<file path="config.mk">
export PLATFORM = sky130hd
export DESIGN_NAME = if_id_pipe_reg
export DESIGN_NICKNAME = d
export VERILOG_FILES = /design/src/rtl/if_id_pipe_reg.sv
export SDC_FILE = /design/constraint.sdc
export NUM_CORES = 1
export LEC_CHECK = 0
export CAP_MARGIN = 20
export CORE_ASPECT_RATIO = 1.1
export CORE_UTILIZATION = 55
export CTS_CLUSTER_SIZE = 25
export DETAILED_ROUTE_END_ITERATION = 7
export MAX_ROUTING_LAYER = met4
export PLACE_DENSITY_LB_ADDON = 0.25
export SKIP_CTS_REPAIR_TIMING = 1
export SYNTH_ARGS = -nofsm -noshare
export SYNTH_HDL_FRONTEND = slang
export SYNTH_SLANG_ARGS = --single-unit
</file>
<file path="constraint.sdc">
create_clock -name i_clk -period 2.7 [get_ports i_clk]
set_input_delay 0.54 -clock i_clk [delete_from_list [all_inputs] [get_ports i_clk]]
set_output_delay 0.54 -clock i_clk [all_outputs]
set_load 0.05 [all_outputs]
</file>
<file path="src/rtl/if_id_pipe_reg.sv">
// ---------------------------------------------------------------------------
// if_id_pipe_reg
//   IF/ID pipeline register with a valid/ready handshake and a 2-entry skid
//   buffer. It carries the fetched instruction word and its PC into decode.
//   It absorbs decode back-pressure without dropping a fetch. A flush (taken
//   branch or jump) discards all held and incoming words and leaves a NOP
//   bubble on the decode side.
//
//   Every output is driven straight from a flop, so there is no
//   combinational path from i_if_* to o_id_* or from i_id_ready to
//   o_if_ready.
//
// Optional feature (macro IF_ID_STALL_CNT_EN):
//   When this macro is defined, the module adds parameter CNT_W and output
//   o_stall_cnt. The counter counts cycles with id_valid & !id_ready,
//   saturates at its maximum value, and is cleared only by reset.
//
// Ports
//   i_clk        clock, rising edge
//   i_reset      asynchronous reset, active high
//   i_if_valid   fetch offers i_if_instr / i_if_pc
//   o_if_ready   register can accept (registered, = !FULL)
//   i_if_instr   fetched instruction
//   i_if_pc      PC of fetched instruction
//   i_flush      discard held and incoming instructions
//   o_id_valid   decode-side payload valid
//   i_id_ready   decode consumes this cycle
//   o_id_instr   instruction to decode, NOP_CODE when !o_id_valid
//   o_id_pc      PC to decode, 0 when !o_id_valid
//   o_stall_cnt  stall cycle counter (IF_ID_STALL_CNT_EN only)
//
// States
//   EMPTY | nothing held, id_valid=0
//   HALF  | main register holds the word shown to decode
//   FULL  | main and skid both hold words, if_ready=0
// ---------------------------------------------------------------------------
module if_id_pipe_reg #(
    parameter int                 INSTR_W  = 8,
    parameter int                 PC_W     = 8,
    parameter logic [INSTR_W-1:0] NOP_CODE = '0
`ifdef IF_ID_STALL_CNT_EN
    ,
    parameter int                 CNT_W    = 16
`endif
) (
    input  logic               i_clk,
    input  logic               i_reset,
    input  logic               i_if_valid,
    output logic               o_if_ready,
    input  logic [INSTR_W-1:0] i_if_instr,
    input  logic [PC_W-1:0]    i_if_pc,
    input  logic               i_flush,
    output logic               o_id_valid,
    input  logic               i_id_ready,
    output logic [INSTR_W-1:0] o_id_instr,
    output logic [PC_W-1:0]    o_id_pc
`ifdef IF_ID_STALL_CNT_EN
    ,
    output logic [CNT_W-1:0]   o_stall_cnt
`endif
);

    localparam logic [1:0] EMPTY = 2'd0;
    localparam logic [1:0] HALF  = 2'd1;
    localparam logic [1:0] FULL  = 2'd2;

    logic [1:0]         r_state;
    logic               r_if_ready;
    logic               r_id_valid;
    logic [INSTR_W-1:0] r_main_instr;
    logic [PC_W-1:0]    r_main_pc;
    logic [INSTR_W-1:0] r_skid_instr;
    logic [PC_W-1:0]    r_skid_pc;

    logic w_acc;
    logic w_pop;

    assign w_acc = i_if_valid & r_if_ready;
    assign w_pop = r_id_valid & i_id_ready;

    assign o_if_ready = r_if_ready;
    assign o_id_valid = r_id_valid;
    assign o_id_instr = r_main_instr;
    assign o_id_pc    = r_main_pc;

    // The main register is forced back to NOP_CODE/0 whenever the state drops
    // to EMPTY. This keeps the idle payload right without an output mux.
    always_ff @(posedge i_clk or posedge i_reset) begin
        if (i_reset) begin
            r_state      <= EMPTY;
            r_if_ready   <= 1'b1;
            r_id_valid   <= 1'b0;
            r_main_instr <= NOP_CODE;
            r_main_pc    <= '0;
            r_skid_instr <= NOP_CODE;
            r_skid_pc    <= '0;
        end else if (i_flush) begin
            r_state      <= EMPTY;
            r_if_ready   <= 1'b1;
            r_id_valid   <= 1'b0;
            r_main_instr <= NOP_CODE;
            r_main_pc    <= '0;
            r_skid_instr <= NOP_CODE;
            r_skid_pc    <= '0;
        end else begin
            case (r_state)
                EMPTY: begin
                    if (w_acc) begin
                        r_state      <= HALF;
                        r_id_valid   <= 1'b1;
                        r_main_instr <= i_if_instr;
                        r_main_pc    <= i_if_pc;
                    end
                end
                HALF: begin
                    if (w_acc && w_pop) begin
                        r_main_instr <= i_if_instr;
                        r_main_pc    <= i_if_pc;
                    end else if (w_acc) begin
                        r_state      <= FULL;
                        r_if_ready   <= 1'b0;
                        r_skid_instr <= i_if_instr;
                        r_skid_pc    <= i_if_pc;
                    end else if (w_pop) begin
                        r_state      <= EMPTY;
                        r_id_valid   <= 1'b0;
                        r_main_instr <= NOP_CODE;
                        r_main_pc    <= '0;
                    end
                end
                FULL: begin
                    if (w_pop) begin
                        r_state      <= HALF;
                        r_if_ready   <= 1'b1;
                        r_main_instr <= r_skid_instr;
                        r_main_pc    <= r_skid_pc;
                    end
                end
                default: begin
                    r_state      <= EMPTY;
                    r_if_ready   <= 1'b1;
                    r_id_valid   <= 1'b0;
                    r_main_instr <= NOP_CODE;
                    r_main_pc    <= '0;
                end
            endcase
        end
    end

`ifdef IF_ID_STALL_CNT_EN
    logic [CNT_W-1:0] r_stall_cnt;

    // The counter is not cleared by flush, so it keeps counting stalls
    // across branch redirects.
    always_ff @(posedge i_clk or posedge i_reset) begin
        if (i_reset) begin
            r_stall_cnt <= '0;
        end else if (r_id_valid && !i_id_ready && (r_stall_cnt != {CNT_W{1'b1}})) begin
            r_stall_cnt <= r_stall_cnt + 1'b1;
        end
    end

    assign o_stall_cnt = r_stall_cnt;
`endif

endmodule

</file>
# Word-level counts from Yosys, hierarchy flattened
# Index checks and enable logic that the tools add are counted.
dict set report totals {
  register_bits 36
  input_bits 21
  out_inout_bits 18
  elab_cells 68
}
dict set report classes {
  eq_ne 14
  n_mux 36
  bitwise_logic 2
  reduce_logical 9
}
# op count
set ops {}
lappend ops {{$mux 8} 16}
lappend ops {{$pmux 8 s3} 2}
lappend ops {{$ne 3x3->1 const B} 6}
lappend ops {{$mux 2} 6}
lappend ops {{$ne 4x4->1 const B} 3}
lappend ops {{$reduce_and 4->1} 3}
lappend ops {{$mux 1} 9}
lappend ops {{$ne 2x2->1 const B} 3}
lappend ops {{$pmux 1 s3} 2}
lappend ops {{$pmux 2 s3} 1}
lappend ops {{$reduce_and 5->1} 1}
lappend ops {{$reduce_bool 2->1} 2}
lappend ops {{$reduce_and 3->1} 1}
lappend ops {{$and 1x1->1} 2}
lappend ops {{$eq 2x1->1 const B} 1}
lappend ops {{$eq 2x2->1 const B} 1}
lappend ops {{$logic_not 2->1} 1}
lappend ops {{$logic_and 1x1->1} 1}

# Depth between registers and ports, before layout
# Gate-level depths: netlist of the first run.
dict set report depth {
  word_depth 6
  ltp_mapped 6
  ltp_nobuf 4
}

# Worst setup path after synthesis of the first run
# OpenSTA, ideal clock, no wires.
dict set report synth_timing {
  path_type {input -> register}
  startpoint {in i_id_ready}
  endpoint {reg r_main_instr[2] (netlist: o_id_instr[2])}
  t_arrival_ns 1.630
  setup_slack_ns 0.938
  path_stages 6
  n_path_buf 2
  cell_sequence {buf_2 > and2_1 > a221o_1 > buf_4 > a22oi_1 > nor2_1}
}
dict set report synth_between {
  elab_chain_len 5
  word_cells_on_any_way 9
  classes_between {3 x eq/ne; 3 x mux; 1 x bitwise; 2 x reduce/logical}
}
# item line_no
set synth_rtl {}
lappend synth_rtl {{start, declared} 54} ;# input logic i_id_ready,
lappend synth_rtl {{$and 1x1->1 (*)} 79} ;# assign w_pop = r_id_valid & i_id_ready;
lappend synth_rtl {{$logic_and 1x1->1} 116} ;# if (w_acc && w_pop) begin
lappend synth_rtl {{$mux 8} 116}
lappend synth_rtl {{$pmux 8 s3} 106} ;# case (r_state)
lappend synth_rtl {{$mux 8} 97} ;# end else if (i_flush) begin
lappend synth_rtl {{end signal, assigned} 111} ;# r_main_instr <= i_if_instr;
lappend synth_rtl {{end signal, assigned} 117} ;# r_main_instr <= i_if_instr;
lappend synth_rtl {{end signal, assigned} 135} ;# r_main_instr <= r_skid_instr;
lappend synth_rtl {{end, declared} 70} ;# logic [INSTR_W-1:0] r_main_instr;
# Mark *: on every way between the ends. The rest lies on a longest branch, timed or not.
# A chain may end at the register's enable or synchronous reset.

# Worst setup path in the final report of the first run
dict set report layout_timing {
  startpoint {reg r_id_valid (netlist: o_id_valid)}
  endpoint {out o_id_valid}
}
# item line_no
set layout_rtl {}
lappend layout_rtl {{start, declared} 69} ;# logic r_id_valid;
lappend layout_rtl {{start signal, assigned} 92} ;# r_id_valid <= 1'b0;
lappend layout_rtl {{start signal, assigned} 100} ;# r_id_valid <= 1'b0;
lappend layout_rtl {{start signal, assigned} 110} ;# r_id_valid <= 1'b1;
lappend layout_rtl {{end, declared} 53} ;# output logic o_id_valid,
# No word-level cell between the ends.

==> results of run 1 <==
==> layer usage <==
| layer | up-vias | GRT usage | share of wire |
|---|---|---|---|
| met5 | - | - | 0 |
| met4 | 0 | 0.1339 | 0.014 |
| met3 | 8 | 0.06883 | 0.051 |
| met2 | 54 | 0.4267 | 0.48 |
| met1 | 811 | 0.3715 | 0.45 |
| li1 | 770 | - | - |
==> Yosys cell counts (2+ instances only) <==
library cell and number:
dfrtp_1 35, nor2_1 34, mux2i_1 32, o22ai_1 18, a22oi_1 17, nand3_1 16, clkbuf_1 7, buf_2 5
inv_1 5, buf_1 2, buf_4 2, nand2b_1 2, nor2b_1 2
==> final cells by class <==
type / count / area, µm² / area share
multi-input combinational: 136 / 927.1 / 0.3863
sequential: 36 / 902.1 / 0.3759
timing repair buffer: 45 / 432.9 / 0.1804
tap: 48 / 60.06 / 0.02503
clock buffer: 8 / 58.81 / 0.02450
inverter: 5 / 18.77 / 0.007821
==> path summary, 6_finish.rpt <==
check                                          from                     endpoint  slack (ns)  depth (start not counted)
max                          o_id_valid$_DFFE_PP0P_                   o_id_valid        0.33                          1
min                        r_skid_pc[4]$_DFFE_PP0P_     r_skid_pc[4]$_DFFE_PP0P_        0.54                          2
max reg2reg                  r_state[1]$_DFFE_PP0P_    o_id_instr[2]$_DFFE_PP0P_        0.57                          4
min reg2reg                r_skid_pc[4]$_DFFE_PP0P_     r_skid_pc[4]$_DFFE_PP0P_        0.54                          2
max in group asynchronous                   i_reset       o_if_ready$_DFFE_PP1P_        1.77                          3
min in group asynchronous                   i_reset  r_skid_instr[6]$_DFFE_PP0P_        0.58                          3
==> stage by stage <==
stage	cells	hold slack, ns	util
after global placement	270	0.5058	0.7029
final	278	0.5353	0.7205
after global routing	278	0.5571	0.7205
after detailed placement	270	0.5136	0.7029
after CTS	278	0.5375	0.7205
after floorplan	193	0.4890	-
==> cell families (layout without fill, tap and decap cells) <==
logic type | count (synthesis) | count (layout)
xor gates and xnor gates | 1 | 1
and+or+nand+nor | 62 | 62
DFF | 36 | 36
buffers and inverters | 21 | 58
muxes | 32 | 32
AOI/OAI and AO/OA | 41 | 41
==> state kept, by name, indices dropped and copies added, names as in the netlist <==
signal	cells
o_id_instr	8
o_id_pc	8
r_skid_instr	8
r_skid_pc	8
r_state	2
o_id_valid	1
o_if_ready	1
==> power by group <==
| group | leakage (nW) | internal (mW) | switching [mW] | total [mW] |
|---|---|---|---|---|
| clock | 0.0326 | 0.129 | 0.187 | 0.315 |
| combinational | 0.565 | 0.273 | 0.426 | 0.699 |
| sequential | 0.489 | 0.604 | 0.0746 | 0.679 |
| total | 1.09 | 1.01 | 0.687 | 1.69 |
==> flow_summary_export.csv, run 1 <==
group,metric,value,unit
status,status,"completed",
placement,place_area,2341,µm²
layout,diodes,0,
clocking,cts_buffers,5,
clocking,worstSkewPairLatency,0.35,ns
critical_path,endpoint_kind,"output pin",
clocking,clkTransAtPathRegs,0.10,ns
power,p_per_area,705.6,nW/µm²
logic_synthesis,synth_edf_count,0,
clocking,tritoncts,"built",
logic_synthesis,synth_area_leaders,"dfrtp_1, mux2i_1, a22oi_1",
logic_synthesis,post_synth_inst_count,193,
sta,layout_min_cycle_time,2.373,ns
die,ios,39,
critical_path,worst-endpoint-arrival,1.83,ns
layout,final_cell_mix,"clkdlybuf4s50_1, dfrtp_1, nor2_1",
logic_synthesis,synthSimpleGateAreaFrac,0.1510,
logic_synthesis,synth_top_family_by_area,"multiplexers",
logic_synthesis,yosys.area_share.adder,0,
logic_synthesis,synth_area,1922,µm²
sta,rsz0062_at_grt,"false",
power,leakage,1.087,nW
sta,setup_tns,0,ns
logic_synthesis,synth_xor_area_frac,0.004557,
logic_synthesis,synth_cell_type_count,29,
sta,max_freq,0.4213,GHz
layout,fin_area,2400,µm²
layout,fin_nets,250,
clocking,clkSinkCount,36,
sta,fin_skew,0.006754,ns
die,die_area,3735,µm²
die,start_util,0.5770,
critical_path,required,2.16,ns
routing,routed_wirelength,4742,µm
global_route,grt_pass1_wl,7824,µm
routing,final_antenna_net_count,0,
logic_synthesis,netlist.area_leader.share,0.4557,
routing,via_per_inst,5.910,
placement,io_buffers,38,
global_route,antenna_found_initial,0,
sta,tightestPinTransition,0.7307,ns
layout,syn_to_final_growth,24.87,%
global_route,grt_usage,0.2877,
logic_synthesis,synth-seq-cells,36,
routing,wl_per_cell,17.06,µm
logic_synthesis,synthFlopType,"dfrtp_1",
critical_path,cpPeakStageDelay,0.88,ns
clocking,clock_path_buffers,2,
global_route,grt_pass1_vias,1645,
critical_path,start_kind,"register",
die,rows,22,
sta,period_share,0.8791,
power,power,1.693,mW
routing,first_iter_violations,118,
clocking,htree_num_levels,2,
sta,setup_viol,0,
worst_hold_path,min_path_type,"register to register",
logic_synthesis,synth_async_sr_flop_share,1.000,
critical_path,cp_top_family,"buffers and inverters",
critical_path,critPathSlowestCell,"clkdlybuf4s50_1",
placement,post-place-ws,0.3037,ns
placement,globalplace.congestion,0.9070,
logic_synthesis,synth_nets,214,
critical_path,crit_fanout,13,
logic_synthesis,synth_top_area_cell,"dfrtp_1",
placement,hpwl,2998,µm
layout,final_common_cell,"clkdlybuf4s50_1",
die,core-area,3331,µm²
logic_synthesis,yosysSeqAreaShare,0.4694,
layout,fillerInstances,253,
routing,drc_errors,0,
global_route,overflow,0,
critical_path,path_buf_inv,1,
routing,num_vias,1643,
layout,drive_above_1_share,0.07391,
die,die-height,64.00,µm
die,die_width,58.36,µm
sta,fin_ws,0.3265,ns
power,peakVddDrop,410.6,µV
sta,drv_slew,0,
sta,relSlewSlack,0.5114,
logic_synthesis,synth_compound_area_frac,0.1602,
logic_synthesis,synth_mux_area_frac,0.1667,
critical_path,setup.worst_path.class,"register to output pin",
job,max_cap_violations,0,
logic_synthesis,synth_area_per_cell,9.958,µm²
sta,hold_viol,0,
logic_synthesis,yosys_warnings,0,
routing,drt-pass1-iter-count,4,
global_route,grt_start_max_net_pins,37,
critical_path,path_cells,"clkdlybuf4s50_1",
clocking,ctsRootBufferMaster,"clkbuf_4",
No activity file was read; power rests on OpenSTA's default activity.
==> inputs of run 2 (changes only) <==
--- a/config.mk
+++ b/config.mk
@@ -7,7 +7,7 @@
 export LEC_CHECK = 0
 export CAP_MARGIN = 20
 export CORE_ASPECT_RATIO = 1.1
-export CORE_UTILIZATION = 55
+export CORE_UTILIZATION = 31
 export CTS_CLUSTER_SIZE = 25
 export DETAILED_ROUTE_END_ITERATION = 7
 export MAX_ROUTING_LAYER = met4
@@ -16,3 +16,4 @@
 export SYNTH_ARGS = -nofsm -noshare
 export SYNTH_HDL_FRONTEND = slang
 export SYNTH_SLANG_ARGS = --single-unit
+export TNS_END_PERCENT = 20
==> flow_summary_export.csv, run 2 (synthesized netlist as in run 1, its figures left out) <==
group,metric,value,unit
critical_path,critPathSlowestCell,"clkdlybuf4s50_1",
sta,setup_tns,0,ns
clocking,worstSkewPairLatency,0.29,ns
placement,io_buffers,38,
die,core-area,5878,µm²
critical_path,start_kind,"register",
routing,num_vias,1607,
layout,final_cell_mix,"clkdlybuf4s50_1, dfrtp_1, nor2_1",
die,die_area,6519,µm²
die,die-height,84.58,µm
clocking,tritoncts,"built",
clocking,clkTransAtPathRegs,0.07,ns
placement,hpwl,3203,µm
sta,rsz0062_at_grt,"false",
clocking,cts_buffers,5,
sta,fin_skew,0.007000,ns
die,rows,29,
worst_hold_path,holdCritStartpoint,"r_skid_instr[3]$_DFFE_PP0P_",
critical_path,rrSetupSlack,0.60,ns
critical_path,crit_fanout,14,
critical_path,reg2reg_to,"o_id_pc[6]$_DFFE_PP0P_",
die,start_util,0.3269,
global_route,antenna_found_initial,0,
worst_hold_path,hold_path_depth,2,
power,p_per_area,738.0,nW/µm²
clocking,clock_path_buffers,2,
routing,wl_per_cell,16.20,µm
power,power,1.860,mW
layout,syn_to_final_growth,31.12,%
critical_path,path_cells,"clkdlybuf4s50_1",
sta,drv_slew,0,
sta,relSlewSlack,0.5329,
global_route,grt_pass1_wl,8162,µm
global_route,grt_pass1_vias,1590,
critical_path,setup.worst_path.class,"register to output pin",
clocking,clkSinkCount,36,
sta,period_share,0.8633,
routing,drt-pass1-iter-count,5,
layout,instances_no_fill,310,
layout,diodes,0,
die,ios,39,
critical_path,worst-endpoint-arrival,1.79,ns
routing,drc_errors,0,
layout,final_common_cell,"clkdlybuf4s50_1",
layout,fillerInstances,599,
sta,tightestPinTransition,0.7007,ns
sta,hold_viol,0,
clocking,ctsRootBufferMaster,"clkbuf_8",
global_route,grt_start_max_net_pins,37,
worst_hold_path,min_path_type,"register to register",
global_route,overflow,0,
status,status,"completed",
critical_path,required,2.16,ns
sta,setup_viol,0,
critical_path,cpPeakStageDelay,0.89,ns
critical_path,r2r_start,"r_state[1]$_DFFE_PP0P_",
routing,routed_wirelength,5023,µm
placement,dpl.cell_count,302,
layout,fin_nets,253,
global_route,grt_usage,0.1687,
critical_path,timing.reg2reg.worst_path_depth,4,
routing,first_iter_violations,131,
worst_hold_path,min_to,"r_skid_instr[3]$_DFFE_PP0P_",
clocking,htree_num_levels,2,
power,leakage,1.130,nW
power,peakVddDrop,253.7,µV
routing,final_antenna_net_count,0,
layout,drive_above_1_share,0.09013,
critical_path,endpoint_kind,"output pin",
layout,final-seq-area,902.1,µm²
critical_path,path_buf_inv,1,
job,max_cap_violations,0,
sta,max_freq,0.4290,GHz
critical_path,cp_top_family,"buffers and inverters",
layout,multi_input_area,927.1,µm²
placement,globalplace.congestion,0.7459,
die,die_width,77.07,µm
routing,via_per_inst,5.184,
sta,layout_min_cycle_time,2.331,ns
==> run 2: cell types whose count changed in the layout (fill, tap and decap cells not counted) <==
cell and delta:
buf_12 +1, buf_4 +2, bufinv_16 +1, clkbuf_1 -1
clkbuf_4 -5, clkbuf_8 +4, clkinv_2 +1
==> run 2: worst register-to-register path, delay by kind of cell (launching register included) <==
| family | cells | cell delay, ns |
|---|---|---|
| AOI/OAI and AO/OA | 2 | 0.86 |
| DFF | 1 | 0.73 |
| and+or+nand+nor | 2 | 0.39 |
==> run 2: how the worst max path moves through the flow <==
stage                      startpoint                   endpoint  cells past startpoint  slack (ns)
2_1_floorplan              i_id_ready  o_id_instr[2]$_DFFE_PP0P_                      6        0.94
3_3_place_gp               i_if_valid     o_id_pc[3]$_DFFE_PP0P_                      5        0.44
3_5_place_dp               i_if_valid  o_id_instr[5]$_DFFE_PP0P_                      5        0.41
4_1_cts        o_id_valid$_DFFE_PP0P_                 o_id_valid                      1        0.37
5_1_grt        o_id_valid$_DFFE_PP0P_                 o_id_valid                      1        0.31
6_report       o_id_valid$_DFFE_PP0P_                 o_id_valid                      1        0.37
==> run 2: power breakdown <==
group	switching, mW	internal (mW)	leakage, nW
clock network	0.195	0.274	0.0552
registers	0.0786	0.605	0.489
logic	0.422	0.286	0.586
==> run 2: final cells by class <==
| type | instances | area share |
|---|---|---|
| Multi-Input combinational cell | 136 | 0.3679 |
| Sequential cell | 36 | 0.3580 |
| Timing Repair Buffer | 48 | 0.1857 |
| Tap cell | 77 | 0.03823 |
| Clock buffer | 6 | 0.02880 |
| Clock inverter | 2 | 0.01390 |
| Inverter | 5 | 0.007448 |
==> run 2: layer usage <==
metal,share of wire,global-route usage
met5,0,-
met4,0.012,0.05660
met3,0.038,0.03261
met2,0.49,0.2565
met1,0.46,0.2250
==> run 2: per-stage QoR <==
stage / hold WS (ns) / setup slack [ns] / area (µm²) / utilization
2_1_floorplan: 0.4890 / 0.9385 / 1922 / -
3_3_place_gp: 0.5049 / 0.4448 / 2412 / 0.4104
3_5_place_dp: 0.5150 / 0.4127 / 2412 / 0.4104
4_1_cts: 0.5314 / 0.3725 / 2520 / 0.4287
5_1_grt: 0.5566 / 0.3113 / 2520 / 0.4287
6_report: 0.5255 / 0.3692 / 2520 / 0.4287
==> inputs of run 3 (changes only) <==
--- a/config.mk
+++ b/config.mk
@@ -12,6 +12,7 @@
 export DETAILED_ROUTE_END_ITERATION = 7
 export MAX_ROUTING_LAYER = met4
 export PLACE_DENSITY_LB_ADDON = 0.25
+export RECOVER_POWER = 25
 export SKIP_CTS_REPAIR_TIMING = 1
 export SYNTH_ARGS = -nofsm -noshare
 export SYNTH_HDL_FRONTEND = slang
==> constraint.sdc (replaced) <==
create_clock -name i_clk -period 2.9 [get_ports i_clk]
set_input_delay 0.58 -clock i_clk [delete_from_list [all_inputs] [get_ports i_clk]]
set_output_delay 0.58 -clock i_clk [all_outputs]
set_load 0.05 [all_outputs]
==> flow_summary_export.csv, run 3 (synthesized netlist as in run 1, its figures left out) <==
group,metric,value,unit
status,status,"completed",
routing,routed_wirelength,4868,µm
sta,layout_min_cycle_time,2.256,ns
power,seq_power_share,0.367,
routing,met1Wirelength,2309,µm
sta,setup_tns,0,ns
layout,multi_input_area,927.1,µm²
die,rows,29,
power,leakage,1.115,nW
routing,wl_per_cell,15.81,µm
power,p_clk_frac,0.256,
power,switchingPower,0.6430,mW
critical_path,timing.reg2reg.worst_path_depth,4,
power,swShare,0.3734,
power,power,1.722,mW
routing,via_per_inst,5.211,
sta,relSlewSlack,0.3698,
layout,fin_area,2490,µm²
job,max_cap_violations,0,
critical_path,cpPeakStageDelay,0.81,ns
routing,dr.max_layer_used,"met4",
critical_path,path_buf_inv,1,
layout,diodes,0,
sta,drv_slew,0,
sta,fin_skew,0.009600,ns
placement,place_area,2385,µm²
power,internal_power,1.079,mW
global_route,grt_pass1_vias,1487,
clocking,worstSkewPairLatency,0.29,ns
global_route,grt_start_max_net_pins,37,
placement,dpl.cell_count,300,
critical_path,start_kind,"register",
layout,final_cell_mix,"clkdlybuf4s50_1, dfrtp_1, nor2_1",
critical_path,required,2.32,ns
placement,io_buffers,38,
sta,fin_ws,0.6443,ns
critical_path,path_cells,"clkdlybuf4s50_1",
critical_path,worst-path-stages,1,
critical_path,worst-endpoint-arrival,1.68,ns
layout,fillerInstances,600,
die,start_util,0.3269,
global_route,antenna_found_initial,0,
sta,hold_viol,0,
worst_hold_path,hold_path_depth,2,
clocking,htree_num_levels,2,
layout,syn_to_final_growth,29.56,%
placement,post-place-ws,0.6105,ns
critical_path,critPathSlowestCell,"clkdlybuf4s50_1",
clocking,clock_path_buffers,2,
sta,setup_viol,0,
sta,period_share,0.7778,
global_route,grt_pass1_wl,7879,µm
layout,final_common_cell,"clkdlybuf4s50_1",
critical_path,crit_fanout,6,
routing,final_antenna_net_count,0,
worst_hold_path,min_path_type,"register to register",
layout,drive_above_1_share,0.08225,
clocking,ctsRootBufferMaster,"clkbuf_8",
die,core-area,5878,µm²
power,peakVddDrop,249.7,µV
routing,drt-pass1-iter-count,4,
layout,fin_nets,251,
die,die_width,77.07,µm
global_route,overflow,0,
clocking,clkTransAtPathRegs,0.08,ns
routing,num_vias,1605,
layout,instances_no_fill,308,
critical_path,endpoint_kind,"output pin",
clocking,clkSinkCount,36,
sta,rsz0062_at_grt,"false",
die,die-height,84.58,µm
layout,final-seq-area,902.1,µm²
critical_path,setup.worst_path.class,"register to output pin",
routing,drc_errors,0,
global_route,grt_usage,0.1593,
die,die_area,6519,µm²
placement,globalplace.congestion,0.6894,
critical_path,rrSetupSlack,0.80,ns
power,p_per_area,691.6,nW/µm²
critical_path,cp_top_family,"buffers and inverters",
placement,hpwl,3101,µm
routing,first_iter_violations,162,
die,ios,39,
sta,tightestPinTransition,0.9452,ns
routing,wl_met2,2273,µm
clocking,tritoncts,"built",
routing,wl_met3,211,µm
power,p_comb_frac,0.377,
clocking,cts_buffers,5,
sta,max_freq,0.4433,GHz
run 3: stage by stage:
step                      utilization  hold slack (ns)
after CTS                      0.4240           0.5341
after global placement         0.4057           0.5061
after global routing           0.4236           0.5450
after detailed placement       0.4057           0.5170
final                          0.4236           0.5272
after floorplan                     -           0.4890
run 3: final cells by class:
cell class,count,share of cell area
clock buffers,6,0.02915
clock inverters,2,0.01407
inverters,5,0.007538
multi-input cells,136,0.3724
flip-flops and latches,36,0.3623
well taps,77,0.03869
repair buffers,46,0.1759
run 3: path summary, 6_finish.rpt:
path | from | end
worst min register to register | r_skid_pc[3]$_DFFE_PP0P_ | r_skid_pc[3]$_DFFE_PP0P_
max in group asynchronous | i_reset | o_id_instr[2]$_DFFE_PP0P_
worst max-delay path | o_if_ready$_DFFE_PP1P_ | o_if_ready
worst min-delay path | r_skid_pc[3]$_DFFE_PP0P_ | r_skid_pc[3]$_DFFE_PP0P_
worst max register to register | r_state[0]$_DFFE_PP0P_ | r_skid_instr[4]$_DFFE_PP0P_
min in group asynchronous | i_reset | r_state[0]$_DFFE_PP0P_
run 3: power groups by stage:
stage | registers, mW | clock network, mW | logic [mW]
after floorplan | 0.747 | 0 | 0.343
after global placement | 0.641 | 0 | 0.652
after detailed placement | 0.642 | 0 | 0.654
after CTS | 0.632 | 0.455 | 0.655
after global routing | 0.641 | 0.465 | 0.701
final | 0.632 | 0.441 | 0.649
run 3: metal layers:
metal	up-vias	GRT usage
li1	776	-
met1	783	0.2193
met2	41	0.2346
met3	5	0.02826
met4	0	0.05660
met5	-	-
